--- config.mk ---
export PLATFORM = sky130hd
export DESIGN_NAME = load_store_unit
export DESIGN_NICKNAME = d
export VERILOG_FILES = /design/src/rtl/lsu_pkg.sv /design/src/rtl/lsu_lane_align.sv /design/src/rtl/load_store_unit.sv
export SDC_FILE = /design/constraint.sdc
export NUM_CORES = 1
export LEC_CHECK = 0
export ABC_AREA = 0
export CORE_UTILIZATION = 47
export DETAILED_ROUTE_END_ITERATION = 10
export PLACE_DENSITY = 0.88
export SYNTH_ARGS = -nofsm -noshare
export SYNTH_HDL_FRONTEND = slang
export SYNTH_SLANG_ARGS = --single-unit
export TNS_END_PERCENT = 100
--- constraint.sdc ---
create_clock -name clk -period 4.85 [get_ports clk]
set_clock_uncertainty 0.2 [all_clocks]
set_input_delay 0.485 -clock clk [delete_from_list [all_inputs] [get_ports clk]]
set_output_delay 0.485 -clock clk [all_outputs]
set_load 0.01 [all_outputs]
--- src/rtl/lsu_pkg.sv ---
// Shared definitions for the load/store unit: access-size codes, FSM states
// and the access legality check.
package lsu_pkg;

  localparam logic [2:0] F3_B  = 3'b000;
  localparam logic [2:0] F3_H  = 3'b001;
  localparam logic [2:0] F3_W  = 3'b010;
  localparam logic [2:0] F3_BU = 3'b100;
  localparam logic [2:0] F3_HU = 3'b101;

  typedef enum logic {IDLE, WRITE} state_e;

  // An access faults on an unknown size code or when it is not naturally aligned.
  function automatic logic is_fault(input logic [2:0] funct3, input logic [1:0] lane);
    case (funct3)
      F3_B, F3_BU: is_fault = 1'b0;
      F3_H, F3_HU: is_fault = lane[0];
      F3_W:        is_fault = (lane != 2'b00);
      default:     is_fault = 1'b1;
    endcase
  endfunction

endpackage

--- src/rtl/lsu_lane_align.sv ---
// Byte-lane steering: extracts and extends load data, and merges sub-word
// store data into the word read back from memory.
module lsu_lane_align
  import lsu_pkg::*;
(
  input  logic [2:0]  funct3_i,
  input  logic [1:0]  lane_i,
  input  logic [31:0] rd_word_i,
  input  logic [15:0] wdata_i,
  output logic [31:0] load_data_o,
  output logic [31:0] merge_word_o
);

  logic [31:0] shifted;

  always_comb begin
    shifted = rd_word_i >> {lane_i, 3'b000};
    case (funct3_i)
      F3_B:    load_data_o = {{24{shifted[7]}}, shifted[7:0]};
      F3_BU:   load_data_o = {24'b0, shifted[7:0]};
      F3_H:    load_data_o = {{16{shifted[15]}}, shifted[15:0]};
      F3_HU:   load_data_o = {16'b0, shifted[15:0]};
      default: load_data_o = rd_word_i;
    endcase
  end

  // Halfword lanes are only ever 0 or 2 here; misaligned halves fault upstream.
  always_comb begin
    merge_word_o = rd_word_i;
    if (funct3_i[0]) begin
      if (lane_i[1]) merge_word_o[31:16] = wdata_i;
      else           merge_word_o[15:0]  = wdata_i;
    end else begin
      merge_word_o[{lane_i, 3'b000} +: 8] = wdata_i[7:0];
    end
  end

endmodule

--- src/rtl/load_store_unit.sv ---
// Load/store unit: byte-addressed RV32I accesses onto a word-wide data memory,
// with read-modify-write for sub-word stores and a saturating fault counter.
module load_store_unit
  import lsu_pkg::*;
#(
  parameter int ADDR_W = 6,
  parameter int ERR_W  = 8
) (
  input  logic              clk,
  input  logic              rst_n,
  input  logic              MemRead,
  input  logic              MemWrite,
  input  logic [2:0]        funct3,
  input  logic [31:0]       addr,
  input  logic [31:0]       wdata,
  output logic [31:0]       rdata,
  output logic              stall,
  output logic              misaligned,
  output logic [ERR_W-1:0]  err_cnt,
  output logic              dm_MemRead,
  output logic              dm_MemWrite,
  output logic [ADDR_W-1:0] dm_addr,
  output logic [31:0]       dm_data_in,
  input  logic [31:0]       dm_data_out
);

  state_e             state_q, state_d;
  logic [31:0]        merge_q, merge_d;
  logic [ADDR_W-1:0]  addr_q, addr_d;
  logic [ERR_W-1:0]   err_q, err_d;

  logic [1:0]         lane;
  logic [ADDR_W-1:0]  word_idx;
  logic               fault;
  logic [31:0]        load_data;
  logic [31:0]        merge_word;
  logic               unused_addr_bits;

  assign lane             = addr[1:0];
  assign word_idx         = addr[ADDR_W+1:2];
  assign unused_addr_bits = ^addr[31:ADDR_W+2];
  assign fault            = (state_q == IDLE) && (MemRead || MemWrite) && is_fault(funct3, lane);
  assign err_cnt          = err_q;

  lsu_lane_align u_align (
    .funct3_i     (funct3),
    .lane_i       (lane),
    .rd_word_i    (dm_data_out),
    .wdata_i      (wdata[15:0]),
    .load_data_o  (load_data),
    .merge_word_o (merge_word)
  );

  // Stores win over loads when both are requested; the WRITE cycle ignores the core.
  always_comb begin
    state_d     = state_q;
    merge_d     = merge_q;
    addr_d      = addr_q;
    err_d       = err_q;
    rdata       = 32'b0;
    stall       = 1'b0;
    misaligned  = 1'b0;
    dm_MemRead  = 1'b0;
    dm_MemWrite = 1'b0;
    dm_addr     = word_idx;
    dm_data_in  = 32'b0;
    if (state_q == WRITE) begin
      dm_MemWrite = 1'b1;
      dm_addr     = addr_q;
      dm_data_in  = merge_q;
      state_d     = IDLE;
    end else if (fault) begin
      misaligned = 1'b1;
      if (err_q != '1) err_d = err_q + 1'b1;
    end else if (MemWrite) begin
      if (funct3[1]) begin
        dm_MemWrite = 1'b1;
        dm_data_in  = wdata;
      end else begin
        dm_MemRead = 1'b1;
        stall      = 1'b1;
        merge_d    = merge_word;
        addr_d     = word_idx;
        state_d    = WRITE;
      end
    end else if (MemRead) begin
      dm_MemRead = 1'b1;
      rdata      = load_data;
    end
    if (!rst_n) begin
      rdata       = 32'b0;
      stall       = 1'b0;
      misaligned  = 1'b0;
      dm_MemRead  = 1'b0;
      dm_MemWrite = 1'b0;
    end
  end

  always_ff @(posedge clk or negedge rst_n) begin
    if (!rst_n) begin
      state_q <= IDLE;
      merge_q <= 32'b0;
      addr_q  <= '0;
      err_q   <= '0;
    end else begin
      state_q <= state_d;
      merge_q <= merge_d;
      addr_q  <= addr_d;
      err_q   <= err_d;
    end
  end

endmodule

* Word-level counts from Yosys, hierarchy flattened *
Cells that the tools add are included.

cells by class
  shift operators = 3
  bitwise operators = 3
  reduce and logical (&&, ||, !) cells = 9
  eq/ne operators = 5
  add/subtract/negate cells = 2
  muxes and demuxes = 34

operators with widths
  kind                                                  number
  two-way mux 32 bit                                    10
  case mux 32 bit (4 select lines)                      1
  bitwise mux 32 bit                                    1
  two-way mux 16 bit                                    2
  variable shift 8 x 7 -> 32 bit, first input constant  1
  indexed part select 8 x 7 -> 32 bit                   1
  >> shifter 32 x 5 -> 16 bit                           1
  two-way mux 1 bit                                     18
  adder 8 x 1 -> 8 bit, second input constant           1
  != test 8 bit, second input constant                  1
  negation 5 -> 7 bit                                   1
  == test 3 bit, second input constant                  2
  two-way mux 6 bit                                     1
  AND reduction 4 bit                                   1
  OR reduction 2 bit                                    2
  == test 3 x 1 -> 1 bit, second input constant         1
  == test 3 x 2 -> 1 bit, second input constant         1
  zero test 3 bit                                       1
  NOT 1 bit                                             3
  case mux 1 bit (3 select lines)                       1
  AND reduction 3 bit                                   1
  logical AND 1 bit                                     2
  nonzero test 2 bit                                    1
  logical OR 1 bit                                      1

storage, ports and cells
  input port bits = 103
  output and inout port bits = 82
  bits in registers = 47
  word-level logic and storage cells = 60

* Logic depth before layout (Yosys ltp) *
Gate-level depths: netlist of the first run.

  depth in word-level cells = 7
  gate-level depth with buffers = 9
  mapped depth without buffers = 6

* Hierarchy *
A second synthesis of the first run with hierarchy kept.

second synthesis, totals
  cell total of the unflattened synthesis = 482
  area, all modules = 4,396.7 um^2

by module, submodules not included
  module           cells each  instances  area each (um^2)  sequential area each (um^2)
  load_store_unit  237         1          2,646.3           1,176.1
  lsu_lane_align   245         1          1,750.4           0.0

* Worst setup path before layout of the first run *
OpenSTA, ideal clock, no wires.

  path type = in2out
  from = input addr[1]
  to = output rdata[2]
  stages = 9
  arrival time = 2.298 ns
  slack = 1.867 ns
  data required time = 4.165 ns
  buffers on the path = 3
  cell sequence = inv_1 buf_1 ha_1 nand2b_1 a21oi_1 buf_4 nand3_2 buf_2 a211oi_1

on the way
  longest elaborated chain between the ends = 7
  elaborated cells between the ends (all ways) = 10
  classes of those cells = shift (1); mux (7); reduce/logical (2)

RTL lines
  item                              line                   RTL
  start, declared                   load_store_unit.sv:14  input logic [31:0] addr,
  >> shifter 32 x 5 -> 16 bit       lsu_lane_align.sv:17   shifted = rd_word_i >> {lane_i, 3'b000};
  case mux 32 bit (4 select lines)  lsu_lane_align.sv:18   case (funct3_i)
  two-way mux 32 bit                load_store_unit.sv:86  end else if (MemRead) begin
  two-way mux 32 bit                load_store_unit.sv:75  end else if (MemWrite) begin
  two-way mux 32 bit *              load_store_unit.sv:72  end else if (fault) begin
  two-way mux 32 bit *              load_store_unit.sv:67  if (state_q == WRITE) begin
  two-way mux 32 bit *              load_store_unit.sv:90  if (!rst_n) begin
  end, declared                     load_store_unit.sv:16  output logic [31:0] rdata,

Every way passes the cells marked *; elsewhere a longest branch is shown, timed or not.

* Final worst setup path of the first run *
  from = input addr[1]
  to = output rdata[30]

The elaborated chain is that of the path after synthesis.

==> Flow_metrics.wiki, run 1 <==
{| class="wikitable"
! Metric !! Value
|-
| Run status || finished clean
|-
| Area growth from synthesis to layout || 40.7%
|-
| CTS sink count || between 40 and 50
|-
| Post-synth net total || ~600
|-
| DRC viols || 0
|-
| Number of resized instances in the post-cts repair step || 0
|-
| Pwr Density || roughly 250 nW/um^2
|-
| Yosys warning count || 0
|-
| Max-cap check violation count || 0
|-
| DRT Wirelength || around 14 mm
|-
| Syn avg cell area || around 8.7 sq um
|-
| Part of the power in combinational logic || 0.384
|-
| Number of antenna violations at the first check in global routing || 0
|-
| Cell internal pwr || 0.000988 W
|-
| Placer Congestion || 0.919
|-
| Startpoint of the lowest-slack register-to-register path || err_cnt[0]$_DFFE_PN0P_
|-
| Nature of the critical path endpoint || output port
|-
| Share of total power in sequential cells || 0.380
|-
| Post-route minimum period || 3.90 ns
|-
| Number of failing setup endpoints in the final timing report || 0
|-
| Area after DPL || between 5000 and 6000 sq um
|-
| Number of ports placed on the die boundary || 185
|-
| Share of total power consumed by net switching || 0.328
|-
| Slew of the pin with the lowest slew margin || about 1.1 ns
|-
| Maximum vdd drop || between 100 and 150 uV
|-
| Final #Nets || between 700 and 800
|-
| FP Rows || 34
|-
| Count of unique library cells instantiated by Yosys || 52
|-
| Floorplan die width || approximately 100 um
|-
| Number of post-CTS setup repair buffers || 0
|-
| Max Freq || 256 MHz
|-
| Max-Slew Margin vs Limit || 0.235
|-
| Number of diodes || 0
|-
| Maximum clock path buffer count || 2
|-
| Root buffer cell || sky130_fd_sc_hd__clkbuf_8
|-
| Worst stage delay on the critical path || between 0.5 and 0.6 ns
|-
| Via count of the routed design || about 4600
|-
| Number of DRC violations after detailed-routing iteration 0 || between 400 and 500
|-
| Prevailing post-synth register cell || sky130_fd_sc_hd__dfrtp_1
|-
| Remaining Overflow, GRT || 0
|-
| CP Cell Sequence || buf_2 > buf_4 > nor2b_1 > o2bb2ai_1 > o211ai_2 > a21oi_1 > clkdlybuf4s50_1
|-
| Cell count along the critical path || 7
|-
| Combined global-route utilization of all metal layers || 0.293
|-
| Async set-reset flop share out of synthesis || 1.00
|-
| Crit path arrival time || 3.22 ns
|-
| Post-synthesis sequential area ratio || 0.276
|-
| Yosys reg bits || 47
|-
| Vias in the first global route || ~4400
|-
| Length of the first detailed-routing pass in iterations || 6
|-
| Static power due to leakage || between 2 and 2.5 nW
|-
| Worst R2R Path Depth || 5
|-
| Unrepaired setup endpoints after global routing || false
|-
| Final cell area excluding filler cells || approximately 6000 sq um
|-
| Final hold violations || 0
|-
| Clk pin slew, worst setup/hold paths || 0.09 ns
|-
| Routed len/inst || just under 20 um
|-
| Pin count of the biggest net entering global routing || 71
|-
| Vertical die dimension || slightly below 100 um
|-
| Combined area of all synthesized cells || between 4000 and 5000 sq um
|-
| Quantity of hold-fixing buffers added after cts || 0
|-
| Final Max Tran Viols || 0
|-
| Switch Pwr || 0.000482 W
|-
| Accumulated negative setup slack || 0 ns
|-
| Data required time of the worst path || approximately 4.2 ns
|-
| Starting Density || 0.487
|-
| Core Region || 8760 sq um
|-
| Number of flops mapped to enable cells by yosys || 0
|-
| Peak fanout along the critical path || 50
|-
| CTS tree || done
|-
| Critical path endpoint || rdata[30]
|-
| Worst path slowest cell || sky130_fd_sc_hd__nor2b_1
|-
| Final Total Pwr || about 0.0015 W
|-
| Crit path launch || addr[1]
|-
| Post-DRT Antenna Nets || 0
|-
| Total die area || around 9500 sq um
|-
| Number of buffer and inverter instances along the worst setup path || 3
|-
| Fraction of layout instances using a drive strength above 1 || 0.0835
|-
| Type of element launching the critical path || input pin
|-
| Kind of critical path || input pin to output port
|-
| Clock network fraction of design power || 0.235
|-
| Terminus of the critical flop-to-flop path || err_cnt[1]$_DFFE_PN0P_
|-
| Post-detailed-route via-to-cell ratio || between 6 and 7
|-
| Number of CTS-inserted buffers || 5
|-
| Share of the clock period used by the worst path after layout || 0.804
|-
| Worst Hold Slack || roughly 0.098 ns
|-
| Count of buffers inserted at the top-level ports || 160
|-
| Hold crit path type || input pin to asynchronous set/reset pin
|-
| Register-to-register setup slack || approximately 2.9 ns
|-
| Clk Latency, worst-skew pair || 0.30 ns
|-
| Crit path max-delay family || buffers and inverters
|-
| Wire length of the first global-routing pass || approximately 23 mm
|-
| H-Tree Level Count || 2
|-
| Synth Instances || around 490
|-
| Detailed placement HPWL || a little over 10 mm
|}
routing by layer:
metal  global-route usage  wire (um)  vias to the layer above
li1                     -          -                     2127
met1                0.407       6070                     2211
met2                0.457       6590                      229
met3               0.0525       1130                       29
met4                0.104        317                        0
met5                    0          0                        -
power groups by stage:
stage	sequential (W)	clock [W]	combinational, W
floorplan	0.000555	0	0.000299
global placement	0.000561	0	0.000546
detailed placement	0.000567	0	0.000564
CTS	0.000559	0.000351	0.000566
global route	0.000572	0.000363	0.000615
finish	0.000559	0.000346	0.000565
state kept, by name (all words and copies together), names as in the netlist:
signal and count:
state_q 1, err_cnt 8, addr_q 6, merge_q 32
stage by stage:
stage / util / std cells / worst slack, ns
after global routing: 0.685 / 731 / 0.744
after global placement: 0.670 / 723 / 1.05
after CTS: 0.685 / 731 / 0.959
after floorplan: - / 488 / 1.87
final: 0.685 / 731 / 0.949
after detailed placement: 0.670 / 723 / 0.967
logic make-up (layout without fill, tap and decap cells):
logic type / after synthesis / after routing / synth area share
adders and majority gates: 6 / 6 / 0.0176
muxes: 80 / 80 / 0.191
AOI/OAI and AO/OA: 171 / 171 / 0.309
and+or+nand+nor: 125 / 125 / 0.138
DFF: 47 / 47 / 0.276
buffers and inverters: 55 / 190 / 0.0607
xor gates and xnor gates: 4 / 4 / 0.00821
synth_stat cells, drive strengths merged (2+ instances only):
cell type,n,share of area
mux2,10,0.026
o21ai,4,0.0047
clkinv,2,0.0018
a221o,24,0.056
xor2,4,0.0082
nor4bb,2,0.0047
buf,20,0.030
ha,6,0.018
nand2b,10,0.015
a22oi,8,0.014
o41ai,2,0.0041
a21o,7,0.012
dfrtp,47,0.28
nand3b,2,0.0035
nor2b,5,0.0073
o2bb2ai,7,0.014
nor2,38,0.033
nand3,6,0.0082
inv,8,0.0070
a211oi,13,0.023
nor4,5,0.011
nor3,5,0.0059
a31oi,8,0.012
a221oi,7,0.014
nand2,47,0.041
clkbuf,25,0.022
mux2i,70,0.16
o21bai,2,0.0035
o211ai,7,0.013
a21oi,49,0.068
a22o,27,0.055
worst min-delay path by stage:
stage | depth (start not counted) | end | slack [ns]
after floorplan | 0 | addr_q[0]$_DFFE_PN0P_ | -0.01
after global placement | 2 | addr_q[1]$_DFFE_PN0P_ | 0.25
after detailed placement | 2 | addr_q[1]$_DFFE_PN0P_ | 0.26
after CTS | 2 | merge_q[1]$_DFFE_PN0P_ | 0.11
after global routing | 2 | addr_q[0]$_DFFE_PN0P_ | 0.16
final | 2 | state_q$_DFF_PN0_ | 0.1
cell type report:
cell class                 count  area, sq um
inverter                      10         37.5
timing repair buffer         172         1680
clock inverter                 2         60.1
tap                          108          135
clock buffer                   6         72.6
fill                         713         2760
multi-input combinational    386         2840
sequential                    47         1180
placed cells by master, fill, tap and decap left out, types with 3 or more instances in the layout:
master / count
sky130_fd_sc_hd__a211oi_1: 13
sky130_fd_sc_hd__a21o_1: 7
sky130_fd_sc_hd__a21oi_1: 39
sky130_fd_sc_hd__a21oi_2: 9
sky130_fd_sc_hd__a221o_1: 24
sky130_fd_sc_hd__a221oi_1: 7
sky130_fd_sc_hd__a22o_1: 27
sky130_fd_sc_hd__a22oi_1: 8
sky130_fd_sc_hd__a31oi_1: 7
sky130_fd_sc_hd__buf_2: 3
sky130_fd_sc_hd__buf_4: 12
sky130_fd_sc_hd__clkbuf_8: 5
sky130_fd_sc_hd__clkdlybuf4s50_1: 157
sky130_fd_sc_hd__dfrtp_1: 46
sky130_fd_sc_hd__ha_1: 6
sky130_fd_sc_hd__inv_1: 7
sky130_fd_sc_hd__mux2_2: 10
sky130_fd_sc_hd__mux2i_1: 70
sky130_fd_sc_hd__nand2_1: 47
sky130_fd_sc_hd__nand2b_1: 10
sky130_fd_sc_hd__nand3_1: 4
sky130_fd_sc_hd__nor2_1: 38
sky130_fd_sc_hd__nor2b_1: 5
sky130_fd_sc_hd__nor3_1: 5
sky130_fd_sc_hd__nor4_1: 4
sky130_fd_sc_hd__o211ai_1: 6
sky130_fd_sc_hd__o21ai_0: 4
sky130_fd_sc_hd__o2bb2ai_1: 7
sky130_fd_sc_hd__xor2_1: 4
No activity file was read; power rests on OpenSTA's default activity.
==> run 2: changes to the inputs <==
--- a/config.mk
+++ b/config.mk
@@ -6,9 +6,9 @@
 export NUM_CORES = 1
 export LEC_CHECK = 0
 export ABC_AREA = 0
-export CORE_UTILIZATION = 47
+export CORE_UTILIZATION = 39
 export DETAILED_ROUTE_END_ITERATION = 10
-export PLACE_DENSITY = 0.88
+export PLACE_DENSITY = 0.78
 export SYNTH_ARGS = -nofsm -noshare
 export SYNTH_HDL_FRONTEND = slang
 export SYNTH_SLANG_ARGS = --single-unit
==> constraint.sdc (replaced) <==
create_clock -name clk -period 3.3 [get_ports clk]
set_clock_uncertainty 0.2 [all_clocks]
set_input_delay 0.33 -clock clk [delete_from_list [all_inputs] [get_ports clk]]
set_output_delay 0.33 -clock clk [all_outputs]
set_load 0.01 [all_outputs]
==> run 2 against run 1 <==
Compared with the run above: combinational power is 50% higher; largest power group unchanged; flip-flop and latch count unchanged; setup slack worse by 0.82 ns; count of clock-buffer cells in the layout fell by 1; wire length increased by 3.1%; design area increased by 2.5%; global-route usage is 4.0 points lower; critical path depth grew 3; sequential power grew 47%; power is 43% higher; critical endpoint is now dm_data_in[10].
==> Flow_metrics.wiki, run 2 (synthesis gave the netlist of run 1 again) <==
{| class="wikitable"
! Metric !! Value
|-
| Max-cap check violation count || 0
|-
| Accumulated negative setup slack || 0 ns
|-
| Final Max Tran Viols || 0
|-
| Static power due to leakage || ~2.5 nW
|-
| Combined global-route utilization of all metal layers || 0.252
|-
| Commonest non-fill, non-tap cell in the layout || sky130_fd_sc_hd__clkdlybuf4s50_1
|-
| Unrepaired setup endpoints after global routing || false
|-
| Final cell area excluding filler cells || a little over 6000 sq um
|-
| CTS tree || done
|-
| DRC viols || 0
|-
| Root buffer cell || sky130_fd_sc_hd__clkbuf_8
|-
| Detailed placement HPWL || about 11 mm
|-
| Count of buffers inserted at the top-level ports || 160
|-
| Top Layer Used || met4
|-
| Floorplan die width || approximately 110 um
|-
| Worst stage delay on the critical path || around 0.54 ns
|-
| Number of ports placed on the die boundary || between 150 and 200
|-
| Number of failing setup endpoints in the final timing report || 0
|-
| Pin count of the biggest net entering global routing || between 70 and 80
|-
| Vertical die dimension || 107 um
|-
| Post-route minimum period || 3.17 ns
|-
| Crit path arrival time || 2.64 ns
|-
| Worst R2R Path Depth || 5
|-
| Slew of the pin with the lowest slew margin || 1.09 ns
|-
| Max Freq || between 300 and 400 MHz
|-
| Setup Slack @ Placement || between 0.1 and 0.15 ns
|-
| Type of element launching the critical path || input pin
|-
| Share of the clock period used by the worst path after layout || 0.960
|-
| Area growth from synthesis to layout || 44.2%
|-
| Peak fanout along the critical path || 29
|-
| Starting Density || 0.408
|-
| Clk Latency, worst-skew pair || roughly 0.30 ns
|-
| Cell count along the critical path || 10
|-
| Number of CTS-inserted buffers || 5
|-
| Run status || finished clean
|-
| CTS sink count || 47
|-
| Number of diodes || 0
|-
| Remaining Overflow, GRT || 0
|-
| Length of the first detailed-routing pass in iterations || 5
|-
| Placer Congestion || 0.834
|-
| Max-Slew Margin vs Limit || 0.268
|-
| Worst path slowest cell || sky130_fd_sc_hd__clkdlybuf4s50_1
|-
| Nature of the critical path endpoint || output port
|-
| Maximum clock path buffer count || 2
|-
| Wire length of the first global-routing pass || between 20 and 25 mm
|-
| Hold crit path type || input pin to asynchronous set/reset pin
|-
| Max reg flops || 32
|-
| Number of DRC violations after detailed-routing iteration 0 || between 300 and 400
|-
| Total die area || around 11000 sq um
|-
| Post-DRT Antenna Nets || 0
|-
| Most flops, register || merge_q
|-
| Final-layout fill cell count || 965
|-
| Vias in the first global route || approximately 4400
|-
| Final #Nets || roughly 750
|-
| H-Tree Level Count || 2
|-
| Final WS setup || 0.132 ns
|-
| Maximum vdd drop || 187 uV
|-
| Pwr Density || around 340 nW/um^2
|-
| Detailed route wirelength on metal3 || between 1 and 1.5 mm
|-
| Core Region || between 10000 and 15000 sq um
|-
| Via count of the routed design || ~4600
|-
| Final hold violations || 0
|-
| Fraction of layout instances using a drive strength above 1 || 0.105
|-
| Number of antenna violations at the first check in global routing || 0
|-
| Worst Hold Slack || 0.182 ns
|-
| Area after DPL || around 6000 sq um
|-
| Crit path max-delay family || buffers and inverters
|-
| Routed len/inst || about 19 um
|-
| Kind of critical path || input pin to output port
|-
| Commonest cells after routing, fill and taps aside || sky130_fd_sc_hd__clkdlybuf4s50_1 (157), sky130_fd_sc_hd__mux2i_1 (70), sky130_fd_sc_hd__nand2_1 (47)
|-
| Data required time of the worst path || between 2 and 3 ns
|-
| FP Rows || 37
|-
| Clk pin slew, worst setup/hold paths || about 0.09 ns
|-
| Post-detailed-route via-to-cell ratio || about 5.9
|-
| Number of buffer and inverter instances along the worst setup path || 5
|-
| Met2 WL post-DR || roughly 6.7 mm
|-
| CP Cell Sequence || clkdlybuf4s50_1 > inv_2 > ha_1 > nand2b_1 > a21oi_1 > buf_4 > a31oi_2 > buf_4 > nor2_1 > clkdlybuf4s50_1
|-
| DRT Wirelength || around 15 mm
|-
| Detailed-route wire length on metal 1 || ~6.5 mm
|}
==> run 2: cell count changes in the layout (fill, tap and decap cells not counted) <==
cell / before / now
sky130_fd_sc_hd__buf_12: 0 / 1
sky130_fd_sc_hd__buf_6: 0 / 2
sky130_fd_sc_hd__dlygate4sd3_1: 0 / 1
sky130_fd_sc_hd__clkinv_2: 0 / 1
sky130_fd_sc_hd__buf_4: 12 / 23
sky130_fd_sc_hd__bufinv_16: 2 / 1
sky130_fd_sc_hd__clkinv_4: 0 / 1
sky130_fd_sc_hd__clkbuf_1: 1 / 0
==> run 2: worst paths after layout <==
check | startpoint | end | slack [ns]
hold reg to reg | addr_q[1]$_DFFE_PN0P_ | addr_q[1]$_DFFE_PN0P_ | 0.28
max in group asynchronous | rst_n | state_q$_DFF_PN0_ | 1.92
min in group clk | addr_q[1]$_DFFE_PN0P_ | addr_q[1]$_DFFE_PN0P_ | 0.28
setup / recovery | addr[0] | dm_data_in[10] | 0.13
setup reg to reg | err_cnt[0]$_DFFE_PN0P_ | err_cnt[1]$_DFFE_PN0P_ | 1.17
hold / removal | rst_n | err_cnt[1]$_DFFE_PN0P_ | 0.18
==> run 2: area by class of cell <==
type	count	area [sq um]	area share
timing repair buffer	187	1810	0.294
sequential	47	1180	0.191
clock inverter	3	43.8	0.00712
inverter	10	37.5	0.00610
tap	136	170	0.0277
clock buffer	5	68.8	0.0112
multi-input combinational	386	2840	0.462
==> run 2: worst register-to-register path, stage by stage, from the launching register on <==
cell and delay (ns):
sky130_fd_sc_hd__dfrtp_1 0.41, sky130_fd_sc_hd__ha_1 0.19, sky130_fd_sc_hd__nand3_1 0.15, sky130_fd_sc_hd__nor3_1 0.56, sky130_fd_sc_hd__nor3_1 0.20, sky130_fd_sc_hd__mux2_2 0.31
==> run 2: timing repair <==
item | 4_1_cts | 5_1_grt
gates resized for setup | 0 | 2
hold buffers | 1 | 0
buffers inserted | 0 | 3
setup endpoints to repair | 0 | 27
hold endpoints to repair | 5 | 0
==> run 2: per-stage QoR <==
step | std cells | power [W] | util
2_1_floorplan | 488 | 0.00125 | -
3_3_place_gp | 762 | 0.00164 | 0.573
3_5_place_dp | 762 | 0.00167 | 0.573
4_1_cts | 771 | 0.00210 | 0.585
5_1_grt | 774 | 0.00221 | 0.588
6_report | 774 | 0.00210 | 0.588
==> run 2: per-layer routing <==
layer,up-vias,track usage
li1,2152,-
met1,2197,0.351
met2,214,0.406
met3,25,0.0334
met4,0,0.0783
met5,-,0
==> run 2: power breakdown <==
group          internal, W  switching, W
registers         0.000709      0.000110
clock network     0.000226      0.000207
logic             0.000453      0.000393
